### src/rtl/misc_v_pkg.sv
// Shared definitions for the MISC-V execute stage: ALU opcodes, FSM states,
// and the EX/MEM pipeline register layout with its bubble value.
package misc_v_pkg;

    localparam logic [3:0] ALU_ADD = 4'd0;
    localparam logic [3:0] ALU_SUB = 4'd1;
    localparam logic [3:0] ALU_AND = 4'd2;
    localparam logic [3:0] ALU_OR  = 4'd3;
    localparam logic [3:0] ALU_XOR = 4'd4;
    localparam logic [3:0] ALU_SLL = 4'd5;
    localparam logic [3:0] ALU_SRL = 4'd6;
    localparam logic [3:0] ALU_SRA = 4'd7;
    localparam logic [3:0] ALU_SLT = 4'd8;
    localparam logic [3:0] ALU_MUL = 4'd9;

    typedef enum logic {
        ST_IDLE = 1'b0,
        ST_BUSY = 1'b1
    } ex_state_e;

    // EX/MEM register contents; a bubble is all zeros.
    typedef struct packed {
        logic        reg_write;
        logic        mem_write;
        logic        mem_read;
        logic        data_in_sel;
        logic [1:0]  reg_store;
        logic [15:0] pcp2;
        logic [15:0] result;
        logic [15:0] third_arg;
        logic [2:0]  rd;
    } exmem_t;

    localparam exmem_t EXMEM_BUBBLE = '0;

endpackage

### src/rtl/mul_iter.sv
// Iterative shift-add multiplier: one partial product per clock, low WIDTH
// bits kept. done is high during the final iteration; product is valid then.
module mul_iter #(
    parameter int WIDTH      = 16,
    parameter int MUL_CYCLES = 16
) (
    input  logic             clk,
    input  logic             rst_n,
    input  logic             start,
    input  logic             abort,
    input  logic [WIDTH-1:0] a,
    input  logic [WIDTH-1:0] b,
    output logic             done,
    output logic [WIDTH-1:0] product
);
    localparam int CW = $clog2(MUL_CYCLES);

    logic [WIDTH-1:0] r_a, r_b, r_acc;
    logic [CW-1:0]    r_cnt;
    logic             r_run;
    logic [WIDTH-1:0] w_partial, w_acc_next;

    assign w_partial  = r_b[r_cnt] ? (r_a << r_cnt) : '0;
    assign w_acc_next = r_acc + w_partial;
    assign done       = r_run && (r_cnt == CW'(MUL_CYCLES - 1));
    // Final product includes the last partial, so it is ready on the done edge.
    assign product    = w_acc_next;

    // Operand capture, accumulation and iteration count.
    always_ff @(posedge clk or negedge rst_n) begin
        if (!rst_n) begin
            r_a   <= '0;
            r_b   <= '0;
            r_acc <= '0;
            r_cnt <= '0;
            r_run <= 1'b0;
        end else if (abort) begin
            r_acc <= '0;
            r_cnt <= '0;
            r_run <= 1'b0;
        end else if (start) begin
            r_a   <= a;
            r_b   <= b;
            r_acc <= '0;
            r_cnt <= '0;
            r_run <= 1'b1;
        end else if (r_run) begin
            r_acc <= w_acc_next;
            if (done) begin
                r_cnt <= '0;
                r_run <= 1'b0;
            end else begin
                r_cnt <= r_cnt + 1'b1;
            end
        end
    end

endmodule

### src/rtl/execute_stage.sv
// Execute stage: combinational ALU, iterative MUL with upstream stall,
// synchronous flush, and the EX/MEM pipeline register.
module execute_stage
    import misc_v_pkg::*;
#(
    parameter int WIDTH      = 16,
    parameter int MUL_CYCLES = 16
) (
    input  logic             clk,
    input  logic             reset,
    input  logic             IValid,
    input  logic             IRegWrite,
    input  logic             IMemWrite,
    input  logic             IMemRead,
    input  logic             IDataInSelect,
    input  logic [1:0]       IRegStore,
    input  logic [3:0]       ALUOp,
    input  logic [WIDTH-1:0] IPCP2,
    input  logic [WIDTH-1:0] OpA,
    input  logic [WIDTH-1:0] OpB,
    input  logic [WIDTH-1:0] IThirdArg,
    input  logic [2:0]       rdEx,
    input  logic             flush,
    output logic             stall,
    output logic             ORegWrite,
    output logic             OMemWrite,
    output logic             OMemRead,
    output logic             ODataInSelect,
    output logic [1:0]       ORegStore,
    output logic [WIDTH-1:0] OPCP2,
    output logic [WIDTH-1:0] OALUResult,
    output logic [WIDTH-1:0] thirdArg,
    output logic [2:0]       rdMem
);
    ex_state_e        r_state, w_state_nx;
    exmem_t           r_out, r_hold, w_out_nx, w_in;
    logic [WIDTH-1:0] w_alu, w_product;
    logic             w_start, w_abort, w_done, w_stall;

    assign w_in = '{reg_write: IRegWrite, mem_write: IMemWrite, mem_read: IMemRead,
                    data_in_sel: IDataInSelect, reg_store: IRegStore, pcp2: IPCP2,
                    result: '0, third_arg: IThirdArg, rd: rdEx};

    // Single-cycle ALU; unused opcodes (MUL included) produce 0.
    always_comb begin
        w_alu = '0;
        case (ALUOp)
            ALU_ADD: w_alu = OpA + OpB;
            ALU_SUB: w_alu = OpA - OpB;
            ALU_AND: w_alu = OpA & OpB;
            ALU_OR:  w_alu = OpA | OpB;
            ALU_XOR: w_alu = OpA ^ OpB;
            ALU_SLL: w_alu = OpA << OpB[3:0];
            ALU_SRL: w_alu = OpA >> OpB[3:0];
            ALU_SRA: w_alu = $signed(OpA) >>> OpB[3:0];
            ALU_SLT: w_alu = {{(WIDTH-1){1'b0}}, ($signed(OpA) < $signed(OpB))};
            default: w_alu = '0;
        endcase
    end

    assign w_start = (r_state == ST_IDLE) && IValid && (ALUOp == ALU_MUL) && !flush;
    assign w_abort = (r_state == ST_BUSY) && flush;

    mul_iter #(.WIDTH(WIDTH), .MUL_CYCLES(MUL_CYCLES)) u_mul (
        .clk     (clk),
        .rst_n   (reset),
        .start   (w_start),
        .abort   (w_abort),
        .a       (OpA),
        .b       (OpB),
        .done    (w_done),
        .product (w_product)
    );

    // Next state, stall and next EX/MEM contents; flush forces a bubble.
    always_comb begin
        w_state_nx = r_state;
        w_out_nx   = EXMEM_BUBBLE;
        w_stall    = 1'b0;
        case (r_state)
            ST_IDLE: begin
                if (!flush && IValid) begin
                    if (ALUOp == ALU_MUL) begin
                        w_stall    = 1'b1;
                        w_state_nx = ST_BUSY;
                    end else begin
                        w_out_nx        = w_in;
                        w_out_nx.result = w_alu;
                    end
                end
            end
            ST_BUSY: begin
                if (flush) begin
                    w_state_nx = ST_IDLE;
                end else if (w_done) begin
                    w_out_nx        = r_hold;
                    w_out_nx.result = w_product;
                    w_state_nx      = ST_IDLE;
                end else begin
                    w_stall = 1'b1;
                end
            end
            default: w_state_nx = ST_IDLE;
        endcase
    end

    // State, MUL pass-through capture and EX/MEM register.
    always_ff @(posedge clk or negedge reset) begin
        if (!reset) begin
            r_state <= ST_IDLE;
            r_hold  <= EXMEM_BUBBLE;
            r_out   <= EXMEM_BUBBLE;
        end else begin
            r_state <= w_state_nx;
            r_out   <= w_out_nx;
            if (w_start) r_hold <= w_in;
        end
    end

    // stall is masked by reset so it reads 0 while reset is asserted.
    assign stall         = w_stall && reset;
    assign ORegWrite     = r_out.reg_write;
    assign OMemWrite     = r_out.mem_write;
    assign OMemRead      = r_out.mem_read;
    assign ODataInSelect = r_out.data_in_sel;
    assign ORegStore     = r_out.reg_store;
    assign OPCP2         = r_out.pcp2;
    assign OALUResult    = r_out.result;
    assign thirdArg      = r_out.third_arg;
    assign rdMem         = r_out.rd;

endmodule

### config.mk
export PLATFORM = sky130hd
export DESIGN_NAME = execute_stage
export DESIGN_NICKNAME = d
export VERILOG_FILES = /design/src/rtl/misc_v_pkg.sv /design/src/rtl/mul_iter.sv /design/src/rtl/execute_stage.sv
export SDC_FILE = /design/constraint.sdc
export NUM_CORES = 1
export LEC_CHECK = 0
export CORE_ASPECT_RATIO = 1.4
export CORE_UTILIZATION = 35
export CTS_CLUSTER_DIAMETER = 200
export DETAILED_ROUTE_END_ITERATION = 8
export PLACE_DENSITY = 0.53
export SKIP_CTS_REPAIR_TIMING = 1
export SYNTH_ARGS = -nofsm -noshare
export SYNTH_HDL_FRONTEND = slang
export SYNTH_SLANG_ARGS = --single-unit
export TNS_END_PERCENT = 20
### constraint.sdc
create_clock -name clk -period 3.45 [get_ports clk]
set_clock_uncertainty 0.05 [all_clocks]
set_input_delay 1.035 -clock clk [delete_from_list [all_inputs] [get_ports clk]]
set_output_delay 1.035 -clock clk [all_outputs]
set_load 0.01 [all_outputs]
Word level (Yosys, flattened, before mapping)
Index checks and enable logic that the tools add are counted.

cells by class
  add/subtract/negate cells = 4
  order comparisons = 2
  equal/unequal tests = 10
  shifts and indexed selects = 4
  muxes and demuxes = 24
  bitwise logic cells = 5
  reductions and logical operators = 11

operator list
  kind                                                        count
  2-to-1 mux 57 bit                                           4
  case mux 16 bit (9 select lines)                            1
  case mux 57 bit (2 select lines)                            1
  2-to-1 mux 16 bit                                           4
  adder 16 bit                                                2
  << shifter 16 x 4 -> 16 bit                                 2
  bitwise AND 16 bit                                          1
  equality test 4 x 3 -> 1 bit, second input constant         4
  less-than comparator 16 bit                                 1
  2-to-1 mux 4 bit                                            4
  bitwise OR 16 bit                                           1
  right shift 16 x 4 -> 16 bit                                1
  >>> shifter 16 x 4 -> 16 bit                                1
  subtractor 16 bit                                           1
  bitwise XOR 16 bit                                          1
  equality test 4 bit, second input constant                  3
  equality test 4 x 2 -> 1 bit, second input constant         2
  2-to-1 mux 1 bit                                            8
  logical AND 1 bit                                           7
  less-than comparator 4 x 5 -> 1 bit, second input constant  1
  adder 4 x 1 -> 4 bit, second input constant                 1
  binary-select mux 1 bit (select 4 bit)                      1
  equality test 4 x 1 -> 1 bit, second input constant         1
  logical NOT 4 bit                                           1
  other kinds (5)                                             6

word-level totals
  bits in registers = 152
  logic and storage cells = 83

Depth between registers and ports, before layout
Gate-level depths: netlist of run 1.

  depth after elaboration = 7
  gate-level depth with buffers = 17
  mapped depth without buffers = 15

By module
From an unflattened synthesis of run 1, not the netlist that was laid out.

second synthesis, totals
  cell total of the unflattened synthesis = 1209
  area, all modules = 11045.6 sq um

modules (own cells, without submodules)
  module         times used  cells an instance  area an instance (sq um)  seq. area each (sq um)
  execute_stage  1           851                7442.1                    2477.4
  mul_iter       1           358                3603.5                    1326.3

Least setup slack after synthesis of run 1
Ideal clock, no wire load.

  path kind = input -> register
  start = in OpB[2]
  end = reg r_out, in the netlist OALUResult[15]
  data arrival time = 3.441 ns
  slack = -0.162 ns
  stages on the path = 11
  path buffers = 2
  cell sequence = clkbuf_1 > inv_2 > buf_1 > ha_1 > inv_1 > nor4_1 > nand4bb_1 > a31oi_1 > o41ai_1 > o22ai_1 > a22o_1

RTL lines
  item                    line                  RTL
  start: declaration      execute_stage.sv:20   input logic [WIDTH-1:0] OpB,
  end signal: assignment  execute_stage.sv:115  r_out <= w_out_nx;
  end: declaration        execute_stage.sv:36   exmem_t r_out, r_hold, w_out_nx, w_in;

==> flow_summary.toml, run 1 <==
[placed_design]
dp_cells = 1845
dpl_worst_slack_ps = -716
port-buffer-count = 138
place_congestion = 0.959
dp_hpwl_um = 30500
postPlaceCellArea_sq_um = 14300

[global_routing]
grt_pass1_vias = 10300
grt_pass1_wl_um = 58600
antenna_found_initial = 0
grt_usage_pct = 25.1
overflow = 0
grt_max_degree = 153

[floorplan]
ioPinCount = 139
die_w_um = 150
rows = 75
core-area_sq_um = 29900
start_util_pct = 35.6
die_y_um = 209
die_area_sq_um = 31200

[clock_network]
cts.sinks = 152
path_clk_slew_ps = 60
cts_tree = "done"
insertion_delay_ps = 430
cts_max_level = 4
cts_buffers = 17
cts_root_buffer = "clkbuf_16"
clock_path_buffers = 2

[synthesis]
synthArstFlopShare_pct = 100
synth_edf_count = 0
synthTopCellsByCount = "dfrtp_1, nand2_1, nor2_1"
yosys.area.top_type = "dfrtp_1"
yosys_warnings = 0
post-synth-top-area-fraction_pct = 35.7
syn-instance-count = 1143
ys_types = 80
ys_seq_area_share_pct = 35.7
synth.most_common_cell = "dfrtp_1"
synth_area_leaders = "dfrtp_1, ha_1, mux2_2"
synth_fp_nets = 1292
synth.avg_cell_area_sq_um = 9.33
synth.ff_latch_count = 152
synth-main-ff-cell = "dfrtp_1"
netlist_area_sq_um = 10700

[final_layout]
drive_above_1_share_pct = 29.9
design_area_sq_um = 15400
num_antenna_cells = 0
finalNonFillerCells = 1885
utilization_pct = 51.4
fillers = 2815
area_growth_pct = 44.2
multiInputGateArea_sq_um = 6730
nets = 1638
seq_area_sq_um = 3800

[detailed_routing]
wirelength_um = 38200
avgViaCountPerCell = 5.43
via_count = 10200
drtAntennaViolNets = 0
wire_per_inst_um = 20.3
drtIter0Drc = 551
drt_drc_violations_left = 0
first_pass_iters = 5

[worst_setup_path]
crit_path_end_kind = "flip-flop"
critPathRequiredTime_ps = 3770
crit_chain = "buf_12 > mux4_2 > o211ai_4 > nor2_1 > ha_1 > nor2b_4 > a311o_1 > o31ai_2 > buf_4 > o22a_1 > a31oi_1 > xnor2_1 > a22o_1"
slowest_stage = "mux4_2"
slowest_delay_ps = 530
crit_arrival_ps = 3780
cp-start-kind = "flip-flop"
crit_type = "flip-flop to flip-flop"
path_buf_inv = 2
crit_fanout = 7
cp_top_family = "compound AO/OA/AOI/OAI gates"

[timing]
worstMarginPinSlew_ps = 1020
rsz0062_at_grt = "true"
slew_violations = 0
period_share_pct = 100
period_needed_ps = 3460
finalSetupViolations = 3
setup_ws_ps = -12.4
hold_violations = 0
maxSlewHeadroom_pct = 32.1
fmax_mhz = 289

[power_and_ir_drop]
p_leak_nw = 7.05
p_total_mw = 8.19
vdd_ir_drop_max_uv = 377
p_per_area_nw_per_um2 = 533

[run]
drv_cap = 0

[status]
outcome = "finished, violations left"
violations = "negative setup slack"

[worst_hold_path]
holdCritPathClass = "flip-flop to flip-flop"
==> through the flow <==
step | hold slack, ps | TNS [ps]
3_3_place_gp | 409 | -7510
5_1_grt | 448 | -813
2_1_floorplan | 392 | -27.0
6_report | 417 | -31.3
4_1_cts | 427 | -2650
3_5_place_dp | 413 | -7840
==> power by group <==
part | total, mW | switching (mW) | internal, mW
Clock | 1.90 | 0.733 | 1.17
Combinational | 4.00 | 2.02 | 1.98
Sequential | 2.29 | 0.204 | 2.09
==> cell usage in the layout, fill, tap and decap left out, types with 44 or more instances in the layout <==
cell type / count
a22o_1: 44
inv_1: 50
ha_1: 61
mux2_2: 51
nor2_1: 87
dfrtp_1: 151
clkdlybuf4s50_1: 132
buf_4: 254
nand2_1: 95
o21ai_0: 69
mux2i_1: 44
a21oi_1: 54
==> final timing paths <==
kind | from | to | slack (ps) | depth (start not counted)
hold reg to reg | u_mul.r_b[0] | u_mul.r_b[0] | 420 | 2
setup reg to reg | u_mul.r_cnt[0] | OALUResult[15] | -10 | 13
min in group asynchronous | reset | r_hold[8] | 630 | 2
setup / recovery | u_mul.r_cnt[0] | OALUResult[15] | -10 | 13
hold / removal | u_mul.r_b[0] | u_mul.r_b[0] | 420 | 2
max in group asynchronous | reset | u_mul.r_cnt[1] | 1950 | 2
==> cell families after synthesis <==
logic type | synth area share (%)
AO/OA/AOI/OAI | 23.1
AND/OR/NAND/NOR | 12.7
flip-flops | 35.7
buffers and inverters | 5.15
multiplexers | 13.5
adder cells (fa/ha/maj) | 8.19
XOR/XNOR | 1.72
==> sequential cells by signal, indices dropped and copies added (netlist names), 2 cells and up <==
register	cells
r_hold	41
OALUResult	16
OPCP2	16
thirdArg	16
u_mul.r_a	16
u_mul.r_acc	16
u_mul.r_b	16
u_mul.r_cnt	4
rdMem	3
ORegStore	2
==> worst min-delay path, cell delays in order, from the launching register on <==
cell and delay (ps):
dfrtp_1 330, nand2_1 50, o21ai_0 60
==> final cells by class <==
type	count	share of cell area, %
Clock buffer	19	2.94
Clock inverter	11	0.960
Inverter	55	1.34
Multi-Input combinational cell	855	43.7
Sequential cell	152	24.7
Tap cell	385	3.13
Timing Repair Buffer	408	23.2
==> per-layer routing <==
layer	GRT usage, %	vias to the layer above	wire [um]
met5	0	-	0
met4	14.9	0	2230
met3	3.05	100	1260
met2	45.3	270	19900
met1	27.7	4971	14800
li1	-	4888	-
(Power assumes the default switching activity.)
==> run 2: changes to the inputs <==
--- a/config.mk
+++ b/config.mk
@@ -9,7 +9,7 @@
 export CORE_UTILIZATION = 35
 export CTS_CLUSTER_DIAMETER = 200
 export DETAILED_ROUTE_END_ITERATION = 8
-export PLACE_DENSITY = 0.53
+export PLACE_DENSITY = 0.51
 export SKIP_CTS_REPAIR_TIMING = 1
 export SYNTH_ARGS = -nofsm -noshare
 export SYNTH_HDL_FRONTEND = slang
==> constraint.sdc (replaced) <==
create_clock -name clk -period 3.5 [get_ports clk]
set_clock_uncertainty 0.05 [all_clocks]
set_input_delay 1.05 -clock clk [delete_from_list [all_inputs] [get_ports clk]]
set_output_delay 1.05 -clock clk [all_outputs]
set_load 0.01 [all_outputs]
==> run 2 against run 1 <==
Against the previous run:
- the run now ends clean
- non-clock buffer count is 2 higher
- combinational power grew 3%
- sequential power barely moved
- via count increased by 1.6%
- power is 0.37% lower
- setup slack improved by 53 ps
- critical path type unchanged
- critical endpoint unchanged
- highest routed layer unchanged
==> flow_summary.toml, run 2 (synthesized netlist as in run 1, its figures left out) <==
[status]
outcome = "complete, no violations"

[worst_setup_path]
crit_path_end_kind = "flip-flop"
crit_arrival_ps = 3730
crit_fanout = 7
cp_top_family = "compound AO/OA/AOI/OAI gates"
critPathRequiredTime_ps = 3770
slowest_stage = "dfrtp_2"
crit_chain = "buf_6 > buf_12 > mux2i_4 > mux2_4 > nor2_4 > a21oi_2 > nor2_1 > ha_1 > buf_4 > a311o_1 > o31ai_2 > buf_4 > o22a_4 > a31oi_4 > xnor2_2 > a22o_1"
slowest_delay_ps = 480
path_buf_inv = 4
cp-start-kind = "flip-flop"
crit_type = "flip-flop to flip-flop"
cp_common_cell = "buf_4"

[placed_design]
port-buffer-count = 138
place_congestion = 0.952
dp_hpwl_um = 31700
dpl_worst_slack_ps = -586

[timing]
hold_violations = 0
hold_ws_ps = 430
setup_tns_ps = 0
finalSetupViolations = 0
worstMarginPinSlew_ps = 1030
maxSlewHeadroom_pct = 31.4
period_needed_ps = 3460
rsz0062_at_grt = "true"
period_share_pct = 98.8
slew_violations = 0
setup_ws_ps = 40.3
fmax_mhz = 289

[final_layout]
multiInputGateArea_sq_um = 6840
num_antenna_cells = 0
final_common_cell = "buf_4"
layout_common_cells = "buf_4, dfrtp_1, clkdlybuf4s50_1"
seq_area_sq_um = 3800
drive_above_1_share_pct = 30.7
area_growth_pct = 44.9
fillers = 2805
largest_reg_flops = 41
nets = 1640
utilization_pct = 51.6
top_register = "r_hold"

[floorplan]
rows = 75
start_util_pct = 35.6
die_y_um = 209
core-area_sq_um = 29900
ioPinCount = 139
die_area_sq_um = 31200
die_w_um = 150

[clock_network]
cts.sinks = 152
cts_max_level = 4
clock_path_buffers = 2
cts_root_buffer = "clkbuf_16"
path_clk_slew_ps = 70
cts_buffers = 17
insertion_delay_ps = 430
cts_tree = "done"

[detailed_routing]
drtAntennaViolNets = 0
drt_drc_violations_left = 0
wirelength_um = 40000
avgViaCountPerCell = 5.50
drtIter0Drc = 534
first_pass_iters = 5
wire_per_inst_um = 21.2
via_count = 10400

[power_and_ir_drop]
p_total_mw = 8.16
vdd_ir_drop_max_uv = 358
p_leak_nw = 7.06
p_per_area_nw_per_um2 = 528

[run]
drv_cap = 0

[worst_hold_path]
holdCritPathClass = "flip-flop to flip-flop"

[global_routing]
grt_usage_pct = 25.6
grt_pass1_wl_um = 59600
overflow = 0
grt_pass1_vias = 10400
antenna_found_initial = 0
grt_max_degree = 153
[run 2: worst min-delay path: cells and delay by family (launching register included)]
kind	cells	cell delay, ps
flip-flops	1	340
AO/OA/AOI/OAI	1	60
AND/OR/NAND/NOR	1	40
[run 2: worst paths after layout]
path	cells past startpoint	slack [ps]	endpoint	startpoint
setup / recovery	16	40	OALUResult[15]	u_mul.r_cnt[1]
hold / removal	2	430	u_mul.r_b[0]	u_mul.r_b[0]
setup reg to reg	16	40	OALUResult[15]	u_mul.r_cnt[1]
hold reg to reg	2	430	u_mul.r_b[0]	u_mul.r_b[0]
max in group asynchronous	2	2080	u_mul.r_cnt[1]	reset
min in group asynchronous	2	710	u_mul.r_acc[8]	reset
[run 2: power by group]
group | switching, mW | total [mW] | internal (mW)
clock | 0.790 | 1.80 | 1.01
sequential | 0.201 | 2.26 | 2.06
combinational | 2.11 | 4.10 | 1.99
total | 3.10 | 8.16 | 5.06
[run 2: metrics by stage]
stage / cell area [sq um] / cells
after floorplan: 10700 / 1143
after global placement: 14200 / 1845
after detailed placement: 14200 / 1845
after CTS: 14800 / 1877
after global routing: 15500 / 1889
final: 15500 / 1889
[run 2: final cells by class]
| class | count | area share (%) |
|---|---|---|
| inverter | 55 | 1.34 |
| clock inverter | 14 | 0.890 |
| tap | 385 | 3.12 |
| sequential | 152 | 24.6 |
| clock buffer | 18 | 2.84 |
| multi-input combinational | 855 | 44.2 |
| timing repair buffer | 410 | 23.0 |
[run 2: metal layers]
metal  part of all wire [%]  wire length [um]  global-route usage [%]  vias to the layer above
met2                     54             21500                    48.1                      287
met5                      0                 0                       0                        -
met1                     38             15300                    27.6                     5118
met3                    3.0              1210                    2.59                       86
li1                       -                 -                       -                     4902
met4                    4.9              1970                    13.7                        0
==> run 3: changes to the inputs <==
--- a/config.mk
+++ b/config.mk
@@ -5,11 +5,13 @@
 export SDC_FILE = /design/constraint.sdc
 export NUM_CORES = 1
 export LEC_CHECK = 0
+export CELL_PAD_IN_SITES_DETAIL_PLACEMENT = 1
+export CELL_PAD_IN_SITES_GLOBAL_PLACEMENT = 2
 export CORE_ASPECT_RATIO = 1.4
 export CORE_UTILIZATION = 35
 export CTS_CLUSTER_DIAMETER = 200
 export DETAILED_ROUTE_END_ITERATION = 8
-export PLACE_DENSITY = 0.51
+export PLACE_DENSITY = 0.77
 export SKIP_CTS_REPAIR_TIMING = 1
 export SYNTH_ARGS = -nofsm -noshare
 export SYNTH_HDL_FRONTEND = slang
==> run 3 against run 2 <==
Against the previous run:
- sequential power about the same
- power about the same
- critical path depth decreased by 3
- register-to-register slack got worse by 60 ps
- maximum frequency decreased by 1.6%
- critical path type unchanged
- design area decreased by 0.41%
- the run now ends with negative setup slack left
- final cell count increased by 0.58%
- core utilization decreased by 0.21 points
- global-route usage increased by 1.4 points
- via count increased by 0.73%
- setup slack got worse by 55 ps
- wire length increased by 4.4%
==> flow_summary.toml, run 3 (synthesized netlist as in run 1, its figures left out) <==
[detailed_routing]
first_pass_iters = 4
wirelength_um = 41800
avgViaCountPerCell = 5.51
drtAntennaViolNets = 0
via_count = 10500
drt_drc_violations_left = 0
wire_per_inst_um = 22.0
drtIter0Drc = 434

[timing]
maxSlewHeadroom_pct = 46.0
period_needed_ps = 3510
period_share_pct = 100
fmax_mhz = 285
rsz0062_at_grt = "true"
worstMarginPinSlew_ps = 810
setup_ws_ps = -14.8
hold_violations = 0
slew_violations = 0
finalSetupViolations = 2

[worst_setup_path]
crit_arrival_ps = 3780
slowest_delay_ps = 520
crit_path_end_kind = "flip-flop"
cp_common_cell = "buf_6"
crit_type = "flip-flop to flip-flop"
cp-start-kind = "flip-flop"
crit_chain = "buf_6 > mux4_2 > o211ai_4 > nor2_2 > ha_1 > buf_6 > a311o_1 > o31ai_2 > buf_4 > o22a_4 > a31oi_4 > xnor2_2 > a22o_1"
critPathRequiredTime_ps = 3770
crit_fanout = 6
slowest_stage = "mux4_2"

[power_and_ir_drop]
p_per_area_nw_per_um2 = 531
vdd_ir_drop_max_uv = 405
p_switching_mw = 3.11
p_int_mw = 5.06
pwr-share-comb_pct = 49.9
p_total_mw = 8.17
p_sw_share_pct = 38.1
p_leak_nw = 7.08
pwr-share-clk_pct = 22.1
pwr-share-seq_pct = 28.0

[floorplan]
die_w_um = 150
die_area_sq_um = 31200
rows = 75
ioPinCount = 139
core-area_sq_um = 29900
start_util_pct = 35.6
die_y_um = 209

[global_routing]
antenna_found_initial = 0
grt_max_degree = 73
grt_pass1_wl_um = 63400
grt_usage_pct = 27.1
overflow = 0
grt_pass1_vias = 11200

[placed_design]
place_congestion = 0.939
postPlaceCellArea_sq_um = 14300
port-buffer-count = 138
dp_cells = 1860
dpl_worst_slack_ps = -774
dp_hpwl_um = 33800

[final_layout]
fillers = 3364
top_register = "r_hold"
final_common_cell = "buf_4"
nets = 1652
finalNonFillerCells = 1900
design_area_sq_um = 15400
area_growth_pct = 44.3
largest_reg_flops = 41
num_antenna_cells = 0
drive_above_1_share_pct = 30.4
layout_common_cells = "buf_4, dfrtp_1, clkdlybuf4s50_1"

[clock_network]
cts_max_level = 4
cts.sinks = 152
cts_buffers = 17
insertion_delay_ps = 440
path_clk_slew_ps = 60
clock_path_buffers = 2
cts_tree = "done"
cts_root_buffer = "clkbuf_16"

[run]
drv_cap = 0

[status]
violations = "negative setup slack"
outcome = "finished, violations left"

[worst_hold_path]
holdCritPathClass = "flip-flop to flip-flop"
[run 3: cell type report]
cell class              instances  area, sq um  area share [%]
clock buffers                  21          470            3.06
clock inverters                10          106           0.691
inverters                      55          206            1.34
multi-input cells             855         6720            43.6
flip-flops and latches        152         3810            24.7
well taps                     385          482            3.13
repair buffers                422         3600            23.4
[run 3: worst paths after layout]
path / startpoint / endpoint / slack [ps] / cells past startpoint
worst min register to register: u_mul.r_b[12] / u_mul.r_b[12] / 440 / 2
worst max register to register: u_mul.r_cnt[0] / OALUResult[15] / -10 / 13
max in group asynchronous: reset / u_mul.r_cnt[1] / 1340 / 3
min in group asynchronous: reset / u_mul.r_acc[9] / 740 / 2
worst min-delay path: u_mul.r_b[12] / u_mul.r_b[12] / 440 / 2
worst max-delay path: u_mul.r_cnt[0] / OALUResult[15] / -10 / 13
[run 3: per-stage QoR]
step | TNS (ps) | hold slack [ps] | util, %
global placement | -8700 | 405 | 47.9
detailed placement | -10500 | 425 | 47.9
floorplan | -22.4 | 392 | -
finish | -29.2 | 437 | 51.4
global route | -885 | 457 | 51.4
CTS | -4630 | 441 | 49.8
[run 3: power by group through the flow]
stage               Combinational, mW  Sequential, mW  Clock [mW]
finish                           4.08            2.29        1.81
global route                     4.40            2.32        1.90
CTS                              3.69            2.28        1.84
detailed placement               3.66            2.30           0
global placement                 3.56            2.28           0
floorplan                        1.98            2.23           0
[run 3: worst max-delay path, delay by kind of cell, from the launching register on]
kind / cells / cell delay, ps
AOI/OAI and AO/OA: 6 / 1380
muxes: 1 / 520
DFF: 1 / 480
buffers and inverters: 3 / 430
adders and majority gates: 1 / 320
xor gates and xnor gates: 1 / 180
and+or+nand+nor: 1 / 50
[run 3: per-layer routing]
metal | global-route usage (%) | vias to the layer above | wire [um]
met4 | 12.4 | 0 | 1740
met3 | 2.35 | 75 | 973
met5 | 0 | - | 0
li1 | - | 4915 | -
met2 | 52.4 | 226 | 23200
met1 | 28.8 | 5253 | 15800
